### src/rtl/json_feedback_receiver_pkg.sv
`default_nettype none
// ============================================================================
// Module : json_feedback_receiver_pkg
// Purpose: Shared definitions for the JSON feedback receiver: ASCII codes the
//          parser reacts to, the parser state encoding and the default baud
//          divider.
// Ports  : none (package)
// Rev    : 1.0  initial release
// ============================================================================
package json_feedback_receiver_pkg;

  // 50 MHz / 115200 baud
  localparam int DEFAULT_CLKS_PER_BIT = 434;

  localparam logic [7:0] ASCII_LBRACE = 8'h7B;  // '{'
  localparam logic [7:0] ASCII_RBRACE = 8'h7D;  // '}'
  localparam logic [7:0] ASCII_QUOTE  = 8'h22;  // '"'
  localparam logic [7:0] ASCII_COLON  = 8'h3A;  // ':'
  localparam logic [7:0] ASCII_COMMA  = 8'h2C;  // ','
  localparam logic [7:0] ASCII_T      = 8'h54;  // 'T'
  localparam logic [7:0] ASCII_SPACE  = 8'h20;  // ' '
  localparam logic [7:0] ASCII_ZERO   = 8'h30;  // '0'
  localparam logic [7:0] ASCII_NINE   = 8'h39;  // '9'

  typedef enum logic [1:0] {
    PS_IDLE = 2'd0,
    PS_KEY  = 2'd1,
    PS_NUM  = 2'd2,
    PS_SKIP = 2'd3
  } parser_state_t;

  // Character expected at each position of the key sequence "T":
  function automatic logic [7:0] key_char(input logic [1:0] idx);
    logic [7:0] c;
    case (idx)
      2'd0:    c = ASCII_QUOTE;
      2'd1:    c = ASCII_T;
      2'd2:    c = ASCII_QUOTE;
      default: c = ASCII_COLON;
    endcase
    return c;
  endfunction

endpackage
`default_nettype wire

### src/rtl/json_feedback_receiver_if.sv
`default_nettype none
// ============================================================================
// Module : json_feedback_receiver_if
// Purpose: Bundles the serial input and the decoded-message outputs of the
//          JSON feedback receiver.
// Ports  : uart_in      serial line into the receiver (idle high)
//          msg_type     last decoded "T" value
//          msg_valid    one-cycle pulse when msg_type is updated
//          frame_error  one-cycle pulse on a malformed/aborted frame
//          rx_byte      last received character (debug)
//          master modport drives the line, slave modport is the receiver.
// Rev    : 1.0  initial release
// ============================================================================
interface json_feedback_receiver_if #(
  parameter int BITS_N = 8
);
  logic              uart_in;
  logic [15:0]       msg_type;
  logic              msg_valid;
  logic              frame_error;
  logic [BITS_N-1:0] rx_byte;

  modport master (
    output uart_in,
    input  msg_type,
    input  msg_valid,
    input  frame_error,
    input  rx_byte
  );

  modport slave (
    input  uart_in,
    output msg_type,
    output msg_valid,
    output frame_error,
    output rx_byte
  );
endinterface
`default_nettype wire

### src/rtl/json_feedback_receiver_uart_rx.sv
`default_nettype none
// ============================================================================
// Module : uart_rx
// Purpose: 8N1-style UART character receiver with a 2-flop input
//          synchronizer, mid-bit sampling and stop-bit checking.
// Ports  : clk          system clock
//          rst          synchronous active-high reset
//          rx_in        asynchronous serial line, idle high, LSB first
//          data         received character, valid with byte_valid
//          byte_valid   one-cycle pulse, one cycle after a good stop sample
//          framing_err  one-cycle pulse when the stop bit samples low
// Rev    : 1.0  initial release
// ============================================================================
module uart_rx #(
  parameter int CLKS_PER_BIT = 434,
  parameter int BITS_N       = 8
) (
  input  logic              clk,
  input  logic              rst,
  input  logic              rx_in,
  output logic [BITS_N-1:0] data,
  output logic              byte_valid,
  output logic              framing_err
);

  localparam int CNT_W = $clog2(CLKS_PER_BIT + 1);
  localparam int BIT_W = $clog2(BITS_N + 1);
  localparam logic [CNT_W-1:0] HALF_M1 = CNT_W'(CLKS_PER_BIT / 2 - 1);
  localparam logic [CNT_W-1:0] FULL_M1 = CNT_W'(CLKS_PER_BIT - 1);
  localparam logic [BIT_W-1:0] LAST_BIT = BIT_W'(BITS_N - 1);

  localparam logic [1:0] RX_IDLE  = 2'd0;
  localparam logic [1:0] RX_START = 2'd1;
  localparam logic [1:0] RX_DATA  = 2'd2;
  localparam logic [1:0] RX_STOP  = 2'd3;

  logic              sync1_q, sync2_q, prev_q;
  logic [1:0]        state_q, state_d;
  logic [CNT_W-1:0]  cnt_q, cnt_d;
  logic [BIT_W-1:0]  bit_q, bit_d;
  logic [BITS_N-1:0] shift_q, shift_d;
  logic [BITS_N-1:0] data_q, data_d;
  logic              byte_valid_q, byte_valid_d;
  logic              framing_err_q, framing_err_d;

  // A real high-to-low transition is required; a line that stays low after
  // a bad stop bit must not be mistaken for a new start bit.
  logic fall_edge;
  logic half_tick;
  logic full_tick;
  assign fall_edge = prev_q & ~sync2_q;
  assign half_tick = (cnt_q == HALF_M1);
  assign full_tick = (cnt_q == FULL_M1);

  // State register
  always_ff @(posedge clk) begin
    if (rst) begin
      sync1_q       <= 1'b1;
      sync2_q       <= 1'b1;
      prev_q        <= 1'b1;
      state_q       <= RX_IDLE;
      cnt_q         <= '0;
      bit_q         <= '0;
      shift_q       <= '0;
      data_q        <= '0;
      byte_valid_q  <= 1'b0;
      framing_err_q <= 1'b0;
    end else begin
      sync1_q       <= rx_in;
      sync2_q       <= sync1_q;
      prev_q        <= sync2_q;
      state_q       <= state_d;
      cnt_q         <= cnt_d;
      bit_q         <= bit_d;
      shift_q       <= shift_d;
      data_q        <= data_d;
      byte_valid_q  <= byte_valid_d;
      framing_err_q <= framing_err_d;
    end
  end

  // Next-state logic
  always_comb begin
    state_d = state_q;
    case (state_q)
      RX_IDLE:  if (fall_edge) state_d = RX_START;
      // High at mid-start means a glitch: abandon without a byte.
      RX_START: if (half_tick) state_d = sync2_q ? RX_IDLE : RX_DATA;
      RX_DATA:  if (full_tick && (bit_q == LAST_BIT)) state_d = RX_STOP;
      RX_STOP:  if (full_tick) state_d = RX_IDLE;
      default:  state_d = RX_IDLE;
    endcase
  end

  // Datapath / output logic
  always_comb begin
    cnt_d         = cnt_q + CNT_W'(1);
    bit_d         = bit_q;
    shift_d       = shift_q;
    data_d        = data_q;
    byte_valid_d  = 1'b0;
    framing_err_d = 1'b0;
    case (state_q)
      RX_IDLE: cnt_d = '0;
      RX_START: begin
        if (half_tick) begin
          cnt_d = '0;
          bit_d = '0;
        end
      end
      RX_DATA: begin
        if (full_tick) begin
          cnt_d   = '0;
          shift_d = BITS_N'({sync2_q, shift_q} >> 1);
          bit_d   = bit_q + BIT_W'(1);
        end
      end
      RX_STOP: begin
        if (full_tick) begin
          cnt_d = '0;
          if (sync2_q) begin
            data_d       = shift_q;
            byte_valid_d = 1'b1;
          end else begin
            framing_err_d = 1'b1;
          end
        end
      end
      default: cnt_d = '0;
    endcase
  end

  assign data        = data_q;
  assign byte_valid  = byte_valid_q;
  assign framing_err = framing_err_q;

endmodule
`default_nettype wire

### src/rtl/json_feedback_receiver.sv
`default_nettype none
// ============================================================================
// Module : json_feedback_receiver
// Purpose: Receives UART characters and parses frames of the form
//          {"T":<uint16>, ...} reporting the "T" value.
// Ports  : clk   system clock (rising edge)
//          rst   synchronous active-high reset
//          bus   slave side of json_feedback_receiver_if
//                (uart_in in; msg_type, msg_valid, frame_error, rx_byte out)
// Rev    : 1.0  initial release
// ============================================================================
module json_feedback_receiver
  import json_feedback_receiver_pkg::*;
#(
  parameter int CLKS_PER_BIT = DEFAULT_CLKS_PER_BIT,
  parameter int BITS_N       = 8,
  parameter int MAX_BYTES    = 64
) (
  input  logic                     clk,
  input  logic                     rst,
  json_feedback_receiver_if.slave  bus
);

  localparam int LEN_W = $clog2(MAX_BYTES + 1);
  localparam logic [LEN_W-1:0] LEN_LIMIT = LEN_W'(MAX_BYTES);

  logic [BITS_N-1:0] rx_data;
  logic              rx_valid;
  logic              rx_ferr;

  uart_rx #(
    .CLKS_PER_BIT (CLKS_PER_BIT),
    .BITS_N       (BITS_N)
  ) u_uart_rx (
    .clk         (clk),
    .rst         (rst),
    .rx_in       (bus.uart_in),
    .data        (rx_data),
    .byte_valid  (rx_valid),
    .framing_err (rx_ferr)
  );

  // 8-bit view of the character for ASCII comparisons
  logic [7:0] ch;
  if (BITS_N >= 8) begin : g_ch_trunc
    assign ch = rx_data[7:0];
  end else begin : g_ch_pad
    assign ch = {{(8 - BITS_N){1'b0}}, rx_data};
  end

  parser_state_t     state_q, state_d;
  logic [16:0]       acc_q, acc_d;
  logic [LEN_W-1:0]  len_q, len_d;
  logic [1:0]        key_idx_q, key_idx_d;
  logic              have_dig_q, have_dig_d;
  logic [15:0]       msg_type_q, msg_type_d;
  logic              msg_valid_q, msg_valid_d;
  logic              frame_error_q, frame_error_d;
  logic [BITS_N-1:0] rx_byte_q, rx_byte_d;

  logic              parse_err;
  logic              parse_emit;
  logic [LEN_W-1:0]  len_inc;
  logic              is_digit;
  // Wide enough that acc*10+digit can never wrap before the range check.
  logic [20:0]       acc_next;

  assign len_inc  = len_q + LEN_W'(1);
  assign is_digit = (ch >= ASCII_ZERO) && (ch <= ASCII_NINE);
  assign acc_next = ({4'd0, acc_q} * 21'd10) + {17'd0, ch[3:0]};

  // State register
  always_ff @(posedge clk) begin
    if (rst) begin
      state_q       <= PS_IDLE;
      acc_q         <= '0;
      len_q         <= '0;
      key_idx_q     <= '0;
      have_dig_q    <= 1'b0;
      msg_type_q    <= '0;
      msg_valid_q   <= 1'b0;
      frame_error_q <= 1'b0;
      rx_byte_q     <= '0;
    end else begin
      state_q       <= state_d;
      acc_q         <= acc_d;
      len_q         <= len_d;
      key_idx_q     <= key_idx_d;
      have_dig_q    <= have_dig_d;
      msg_type_q    <= msg_type_d;
      msg_valid_q   <= msg_valid_d;
      frame_error_q <= frame_error_d;
      rx_byte_q     <= rx_byte_d;
    end
  end

  // Next-state logic: one decision per received character
  always_comb begin
    state_d    = state_q;
    acc_d      = acc_q;
    len_d      = len_q;
    key_idx_d  = key_idx_q;
    have_dig_d = have_dig_q;
    parse_err  = 1'b0;
    parse_emit = 1'b0;

    if (rx_ferr) begin
      // A corrupted character only matters while a frame is open.
      if (state_q != PS_IDLE) begin
        parse_err = 1'b1;
        state_d   = PS_IDLE;
      end
    end else if (rx_valid) begin
      if (ch == ASCII_LBRACE) begin
        // '{' always (re)starts a frame, even mid-frame, silently.
        state_d    = PS_KEY;
        acc_d      = '0;
        len_d      = LEN_W'(1);
        key_idx_d  = '0;
        have_dig_d = 1'b0;
      end else if (state_q != PS_IDLE) begin
        len_d = len_inc;
        case (state_q)
          PS_KEY: begin
            if (ch == key_char(key_idx_q)) begin
              if (key_idx_q == 2'd3) begin
                state_d    = PS_NUM;
                acc_d      = '0;
                have_dig_d = 1'b0;
              end else begin
                key_idx_d = key_idx_q + 2'd1;
              end
            end else if (ch != ASCII_SPACE) begin
              parse_err = 1'b1;
            end
          end
          PS_NUM: begin
            if (is_digit) begin
              if (acc_next > 21'd65535) begin
                parse_err = 1'b1;
              end else begin
                acc_d      = acc_next[16:0];
                have_dig_d = 1'b1;
              end
            end else if ((ch == ASCII_COMMA) && have_dig_q) begin
              state_d = PS_SKIP;
            end else if ((ch == ASCII_RBRACE) && have_dig_q) begin
              parse_emit = 1'b1;
            end else if (ch != ASCII_SPACE) begin
              // Spaces are padding around the number, e.g. ": 42 }".
              parse_err = 1'b1;
            end
          end
          PS_SKIP: begin
            if (ch == ASCII_RBRACE) parse_emit = 1'b1;
          end
          default: parse_err = 1'b1;
        endcase

        // Frame too long: the MAX_BYTES-th character is not a closing '}'.
        if (!parse_err && !parse_emit && (len_inc >= LEN_LIMIT)) begin
          parse_err = 1'b1;
        end
        if (parse_err || parse_emit) state_d = PS_IDLE;
      end
    end
  end

  // Output logic
  always_comb begin
    msg_valid_d   = parse_emit;
    frame_error_d = parse_err;
    msg_type_d    = parse_emit ? acc_q[15:0] : msg_type_q;
    rx_byte_d     = rx_valid ? rx_data : rx_byte_q;
  end

  assign bus.msg_type    = msg_type_q;
  assign bus.msg_valid   = msg_valid_q;
  assign bus.frame_error = frame_error_q;
  assign bus.rx_byte     = rx_byte_q;

endmodule
`default_nettype wire

### src/flat_wrapper.sv
// flat-port wrapper written by rule: the top's interface ports become plain ports
module json_feedback_receiver_flat import json_feedback_receiver_pkg::*;
#(
  parameter int CLKS_PER_BIT = DEFAULT_CLKS_PER_BIT,
  parameter int BITS_N       = 8,
  parameter int MAX_BYTES    = 64
)
  (clk, rst, bus_uart_in, bus_msg_type, bus_msg_valid, bus_frame_error, bus_rx_byte);
  json_feedback_receiver_if #(.BITS_N(BITS_N)) bus_i ();
  input  logic clk;
  input  logic rst;
  input wire logic [$bits(bus_i.uart_in)-1:0] bus_uart_in;
  output wire logic [$bits(bus_i.msg_type)-1:0] bus_msg_type;
  output wire logic [$bits(bus_i.msg_valid)-1:0] bus_msg_valid;
  output wire logic [$bits(bus_i.frame_error)-1:0] bus_frame_error;
  output wire logic [$bits(bus_i.rx_byte)-1:0] bus_rx_byte;
  assign bus_i.uart_in = bus_uart_in;
  assign bus_msg_type = bus_i.msg_type;
  assign bus_msg_valid = bus_i.msg_valid;
  assign bus_frame_error = bus_i.frame_error;
  assign bus_rx_byte = bus_i.rx_byte;
  json_feedback_receiver #(.CLKS_PER_BIT(CLKS_PER_BIT), .BITS_N(BITS_N), .MAX_BYTES(MAX_BYTES)) u_core (.clk(clk), .rst(rst), .bus(bus_i));
endmodule
### config.mk
export PLATFORM = sky130hd
export DESIGN_NAME = json_feedback_receiver_flat
export DESIGN_NICKNAME = d
export VERILOG_FILES = /design/src/rtl/json_feedback_receiver_pkg.sv /design/src/rtl/json_feedback_receiver_if.sv /design/src/rtl/json_feedback_receiver_uart_rx.sv /design/src/rtl/json_feedback_receiver.sv /design/src/flat_wrapper.sv
export SDC_FILE = /design/constraint.sdc
export NUM_CORES = 1
export LEC_CHECK = 0
export CELL_PAD_IN_SITES_DETAIL_PLACEMENT = 2
export CELL_PAD_IN_SITES_GLOBAL_PLACEMENT = 2
export CORE_ASPECT_RATIO = 0.7
export CORE_UTILIZATION = 34
export DETAILED_ROUTE_END_ITERATION = 16
export PLACE_DENSITY_LB_ADDON = 0.3
export SYNTH_ARGS = -nofsm -noshare
export SYNTH_HDL_FRONTEND = slang
export SYNTH_SLANG_ARGS = --single-unit
### constraint.sdc
create_clock -name clk -period 4.1 [get_ports clk]
set_input_delay 0.615 -clock clk [delete_from_list [all_inputs] [get_ports clk]]
set_output_delay 0.615 -clock clk [all_outputs]
set_load 0.01 [all_outputs]
=== After elaboration in Yosys (flattened, before gate mapping) ===
Index checks and enable logic that the tools add are counted.
W data, S select, Z words.

* Register bits: 91
* Input bits: 3
* Output and inout port bits: 26
* Word-level logic and storage cells: 182

* $add $sub $neg: 5
* Multipliers: 1
* $lt $le $gt $ge: 4
* Equal/unequal tests: 32
* Multiplexer cells: 86
* Bitwise logic cells: 5
* Reductions and logical operators: 30

{| class="wikitable"
|+ Operators with widths
! operator !! count
|-
| $mux W17 || 6
|-
| $mux W1 || 40
|-
| $mux W2 || 20
|-
| $mux W8 || 5
|-
| $pmux W17 S2 || 1
|-
| $pmux W9 S3 || 1
|-
| $add A21 B4 Y21 || 1
|-
| $gt A21 B16 Y1 const B || 1
|-
| $mul A17 B3 Y20 const B || 1
|-
| $mux W9 || 2
|-
| $eq A8 B7 Y1 const B || 2
|-
| $reduce_and A8 Y1 || 2
|-
| $ne A5 B2 Y1 const B || 3
|-
| $mux W7 || 2
|-
| $pmux W7 S2 || 1
|-
| $eq A2 B2 Y1 const B || 6
|-
| $reduce_bool A2 Y1 || 6
|-
| $ne A2 B2 Y1 const B || 5
|-
| $add A9 B1 Y9 const B || 1
|-
| $eq A9 B8 Y1 const B || 1
|-
| $eq A9 B9 Y1 const B || 1
|-
| $ne A3 B1 Y1 const B || 3
|-
| $reduce_and A3 Y1 || 3
|-
| $eq A8 B6 Y1 const B || 1
|-
| 32 further kinds || 48
|}

=== Longest topological paths before layout ===
* Word-level depth: 29
* Depth in mapped cells: 15
* Gate-level depth less buffers: 14

=== Cells and area by module ===
From an unflattened synthesis, not the netlist that was laid out.

* Cells, all modules: 636
* Area total of the unflattened synthesis: 5614.1 um2

{| class="wikitable"
|+ Modules (own cells, without submodules)
! module !! instances !! cells each !! area each (um2) !! seq. area each (um2)
|-
| json_feedback_receiver || 1 || 486 || 4126.5 || 1101.1
|-
| uart_rx || 1 || 150 || 1487.7 || 720.7
|}

=== Worst setup path before layout ===
No wires, ideal clock.

* Path kind: register to register
* Start: register u_core.acc_q[1]
* End: register u_core.acc_q[11]
* Library setup time: 0.117 ns
* Data arrival time: 3.839 ns
* Required time: 3.983 ns
* Path slack: 0.145 ns
* Stages on the path, launching flop included: 15
* Buffers on the path: 1
* Clock period less this slack: 3.955 ns
* Path through: dfxtp_1 > ha_1 > ha_1 > fa_1 > a21o_1 > a221oi_2 > o21ai_0 > o311ai_1 > nand4_1 > a221oi_4 > o2111ai_4 > a21oi_2 > a211oi_4 > buf_6 > a22o_1

* Cells in the longest elaborated chain, start to end: 7
* Elaborated cells between the ends (all ways): 10
* Classes of those cells: add/sub: 1; mul: 1; order compare: 1; eq/ne: 1; mux: 5; reduce/logical: 1

{| class="wikitable"
|+ RTL lines
! what !! RTL line !! source
|-
| start: declaration || json_feedback_receiver.sv:52 || <nowiki>logic [16:0] acc_q, acc_d;</nowiki>
|-
| start signal: assignment || json_feedback_receiver.sv:76 || <nowiki>acc_q <= '0;</nowiki>
|-
| start signal: assignment || json_feedback_receiver.sv:86 || <nowiki>acc_q <= acc_d;</nowiki>
|-
| $mul A17 B3 Y20 * || json_feedback_receiver.sv:70 || <nowiki>assign acc_next = ({4'd0, acc_q} * 21'd10) + {17'd0, ch[3:0]};</nowiki>
|-
| $add A21 B4 Y21 * || json_feedback_receiver.sv:70 ||
|-
| parallel branches: the longest is 5 deep, another holds $gt A21 B16 Y1 || -- ||
|}

Every way passes the cells marked *. The select of a mux whose other input is x is not followed.
A chain may end at the register's enable or synchronous reset.

=== Final worst setup path ===
* Start: register u_core.acc_q[3]
* End: register u_core.acc_q[1]

* Cells in the longest elaborated chain, start to end: 5

{| class="wikitable"
|+ RTL lines
! what !! RTL line !! source
|-
| $mul A17 B3 Y20 || json_feedback_receiver.sv:70 ||
|-
| $add A21 B4 Y21 || json_feedback_receiver.sv:70 ||
|-
| $gt A21 B16 Y1 || json_feedback_receiver.sv:139 || <nowiki>if (acc_next > 21'd65535) begin</nowiki>
|-
| $ne A3 B2 Y1 (no line) || -- ||
|-
| $reduce_and A8 Y1 (no line) || -- ||
|}

Every way passes these cells.

==> impl_metrics.csv <==
group,metric,value,unit
logic_synthesis,synth_cells,580,
drt,num_vias,4500,
cts,cts.sinks,91,
drt,wl,16200,um
cts,clock_latency,350,ps
run,drv_cap,0,
floorplan,pin_count,29,
setup_path,slowest_delay,490,ps
floorplan,initial_utilization,0.351,
global_routing,antenna_found_initial,0,
setup_path,endpoint,"u_core.acc_q[1]$_SDFFE_PP0P_",
logic_synthesis,synthDistinctLibCells,70,
setup_path,reg2reg_to,"u_core.acc_q[1]$_SDFFE_PP0P_",
logic_synthesis,synthTopCellsByArea,"dfxtp_1 (35%), ha_1 (11%), mux2i_1 (6.9%), nor2_1 (5.2%), nand2_1 (3.8%)",
placed_design,placed_cells,802,
global_routing,track_usage,0.210,
global_routing,grt_max_degree,61,
setup_path,cp_data_required_time,4340,ps
power_and_ir_drop,leakage,2.42,nW
cts,cts.clk_slew.worst_paths,70,ps
final_layout,n_antenna_cell,0,
cts,cts_hold_buf,0,
logic_synthesis,syn-num-nets,630,
setup_path,reg2regPathDepth,15,
logic_synthesis,yosys_warnings,0,
placed_design,dp_hpwl,11400,um
drt,drcViolationCount,0,
final_layout,multi_input_area,3380,um2
setup_path,worstPathCellList,"ha_4 > ha_4 > fa_2 > a21o_4 > a221o_1 > a221o_1 > a21oi_2 > xnor2_2 > or4b_4 > o2111ai_2 > o2111ai_4 > a21oi_2 > a211oi_4 > clkbuf_16 > a22o_1",
run_status,status,"finished clean",
cts,cts_buffers,9,
placed_design,dpl_cell_area,5780,um2
setup_path,cp.arrival,4280,ps
sta,totalNegativeSetupSlack,0,ps
logic_synthesis,synthesis.area,5190,um2
floorplan,die_w,150,um
drt,routedWlPerCell,19.6,um
sta,tightest_slew,978,ps
sta,whs,417,ps
sta,finalCriticalPeriod,4040,ps
sta,setup_slack,56.7,ps
placed_design,place_ws,-365,ps
logic_synthesis,ys_ff_latch,91,
final_layout,nets,676,
setup_path,cp-startpoint,"u_core.acc_q[3]$_SDFFE_PP0P_",
final_layout,post-route-util,0.427,
global_routing,grt_pass1_wl,25900,um
sta,hold_viol_final,0,
floorplan,die_h,105,um
sta,fmax,247,MHz
setup_path,regToRegStartpoint,"u_core.acc_q[3]$_SDFFE_PP0P_",
final_layout,drive_above_1_share,0.156,
cts,htreeDepth,3,
logic_synthesis,yosys.area.top_type,"dfxtp_1",
setup_path,crit_fanout,4,
logic_synthesis,synthFlopType,"dfxtp_1",
power_and_ir_drop,peakVddDrop,0.000161,V
logic_synthesis,synth_top_area_share,0.351,
final_layout,syn2layout_area_growth,21.9,%
drt,dr.pass1.iters,4,
drt,viasPerCell,5.45,
logic_synthesis,synth_edf_count,0,
setup_path,r2r_slack,60,ps
setup_path,slowest_stage,"or4b_4",
placed_design,io_buffers,28,
floorplan,coreArea,14800,um2
cts,clockRootBuffer,"clkbuf_16",
final_layout,fin_cells,825,
final_layout,mostFrequentLayoutCell,"dfxtp_1",
final_layout,final_cell_mix,"dfxtp_1 (83), nor2_1 (71), nand2_1 (51)",
sta,finalSetupViolations,0,
final_layout,final_area,6330,um2
logic_synthesis,synth_async_sr_flop_share,0,
floorplan,rows,37,
global_routing,grt.overflow.total,0,
drt,ant_nets,0,
final_layout,nFillCells,1623,
drt,drt-initial-drc-count,115,
sta,relSlewSlack,0.346,
logic_synthesis,syn_area_per_cell,8.95,um2
cts,clk_path_buf_depth,2,
final_layout,regArea,1830,um2
global_routing,grt_pass1_vias,4802,
power_and_ir_drop,finalPower,1.71,mW
setup_path,cp-end-kind,"flip-flop",
placed_design,routabilityCongestion,0.865,
setup_path,cp-start-kind,"flip-flop",
sta,finalCritPeriodShare,0.986,
logic_synthesis,seq_area_frac_synth,0.351,
sta,rsz0062_at_grt,"true",
hold_path,min_path_type,"flip-flop to flip-flop",
power_and_ir_drop,p_per_area,270,nW/um2
floorplan,dieArea,15800,um2
sta,finalMaxSlewViolations,0,
setup_path,path_class,"flip-flop to flip-flop",
cts,cts_tree,"built",
sta,skew,9.62,ps
power breakdown:
group / total (mW) / internal [mW] / leakage, nW / switching, mW
logic: 0.0343 / 0.0128 / 1.56 / 0.0215
registers: 0.888 / 0.885 / 0.737 / 0.00261
clock network: 0.788 / 0.412 / 0.121 / 0.376
total: 1.71 / 1.31 / 2.42 / 0.400
per-layer routing:
metal	wire length, um	part of all wire	vias to the layer above	GRT usage
li1	-	-	2179	-
met3	428	0.026	18	0.0390
met5	0	0	-	0
met2	7290	0.45	50	0.336
met4	198	0.012	0	0.0534
met1	8270	0.51	2253	0.288
synth_stat cells (9+ instances only):
library cell,instances
and3_1,9
nor3_1,13
xnor2_1,18
a21oi_1,35
inv_1,13
nor2_1,72
nand2_1,52
o21ai_0,17
dfxtp_1,91
nand3_1,16
ha_1,45
a22o_1,15
mux2i_1,36
clkbuf_1,13
xor2_1,17
registers in the layout, indices dropped and copies added, names as in the netlist, named ones only:
register,cells
u_core.acc_q,17
u_core.bus.frame_error,1
u_core.bus.msg_type,16
u_core.bus.msg_valid,1
u_core.bus.rx_byte,8
u_core.have_dig_q,1
u_core.key_idx_q,2
u_core.len_q,7
u_core.state_q,2
u_core.u_uart_rx.bit_q,4
u_core.u_uart_rx.byte_valid,1
u_core.u_uart_rx.cnt_q,9
u_core.u_uart_rx.data,8
u_core.u_uart_rx.framing_err,1
u_core.u_uart_rx.prev_q,1
u_core.u_uart_rx.shift_q,8
u_core.u_uart_rx.state_q,1
u_core.u_uart_rx.sync1_q,1
u_core.u_uart_rx.sync2_q,1
logic make-up (layout without fill, tap and decap cells):
kind of cell | after synthesis | count (layout) | share of synthesized area
and+or+nand+nor | 216 | 216 | 0.203
AOI/OAI and AO/OA | 119 | 119 | 0.170
DFF | 91 | 91 | 0.351
adders and majority gates | 47 | 47 | 0.116
muxes | 37 | 37 | 0.0715
xor gates and xnor gates | 35 | 35 | 0.0590
buffers and inverters | 35 | 85 | 0.0296
worst min-delay path by stage:
stage / from / endpoint / slack (ps) / depth (start not counted)
CTS: u_core.u_uart_rx.sync1_q$_SDFF_PP1_ / u_core.u_uart_rx.sync2_q$_SDFF_PP1_ / 420 / 1
global route: u_core.u_uart_rx.sync1_q$_SDFF_PP1_ / u_core.u_uart_rx.sync2_q$_SDFF_PP1_ / 420 / 1
global placement: u_core.u_uart_rx.sync1_q$_SDFF_PP1_ / u_core.u_uart_rx.sync2_q$_SDFF_PP1_ / 400 / 1
finish: u_core.u_uart_rx.sync1_q$_SDFF_PP1_ / u_core.u_uart_rx.sync2_q$_SDFF_PP1_ / 420 / 1
detailed placement: u_core.u_uart_rx.sync1_q$_SDFF_PP1_ / u_core.u_uart_rx.sync2_q$_SDFF_PP1_ / 410 / 1
floorplan: u_core.u_uart_rx.sync1_q$_SDFF_PP1_ / u_core.u_uart_rx.sync2_q$_SDFF_PP1_ / 390 / 1
critical path: cells and delay by family, from the launching register on:
family	cells	cell delay, ps
simple gates	1	490
compound gates	9	1930
buf+inv	1	240
xor+xnor	1	150
flops	1	340
fa+ha+maj	3	780
what timing repair did:
action	in CTS	in global routing
gates resized for setup	14	24
setup buffers	2	3
gates cloned	0	3
pin swaps	4	35
endpoints found under the setup margin	20	20
layout make-up:
type                            instances  area share
Multi-Input combinational cell        454       0.534
Sequential cell                        91       0.289
Timing Repair Buffer                   57      0.0880
Tap cell                              195      0.0386
Clock buffer                           10      0.0362
Inverter                               13     0.00771
Clock inverter                          5     0.00633
Power figures use the tool's default switching activity.
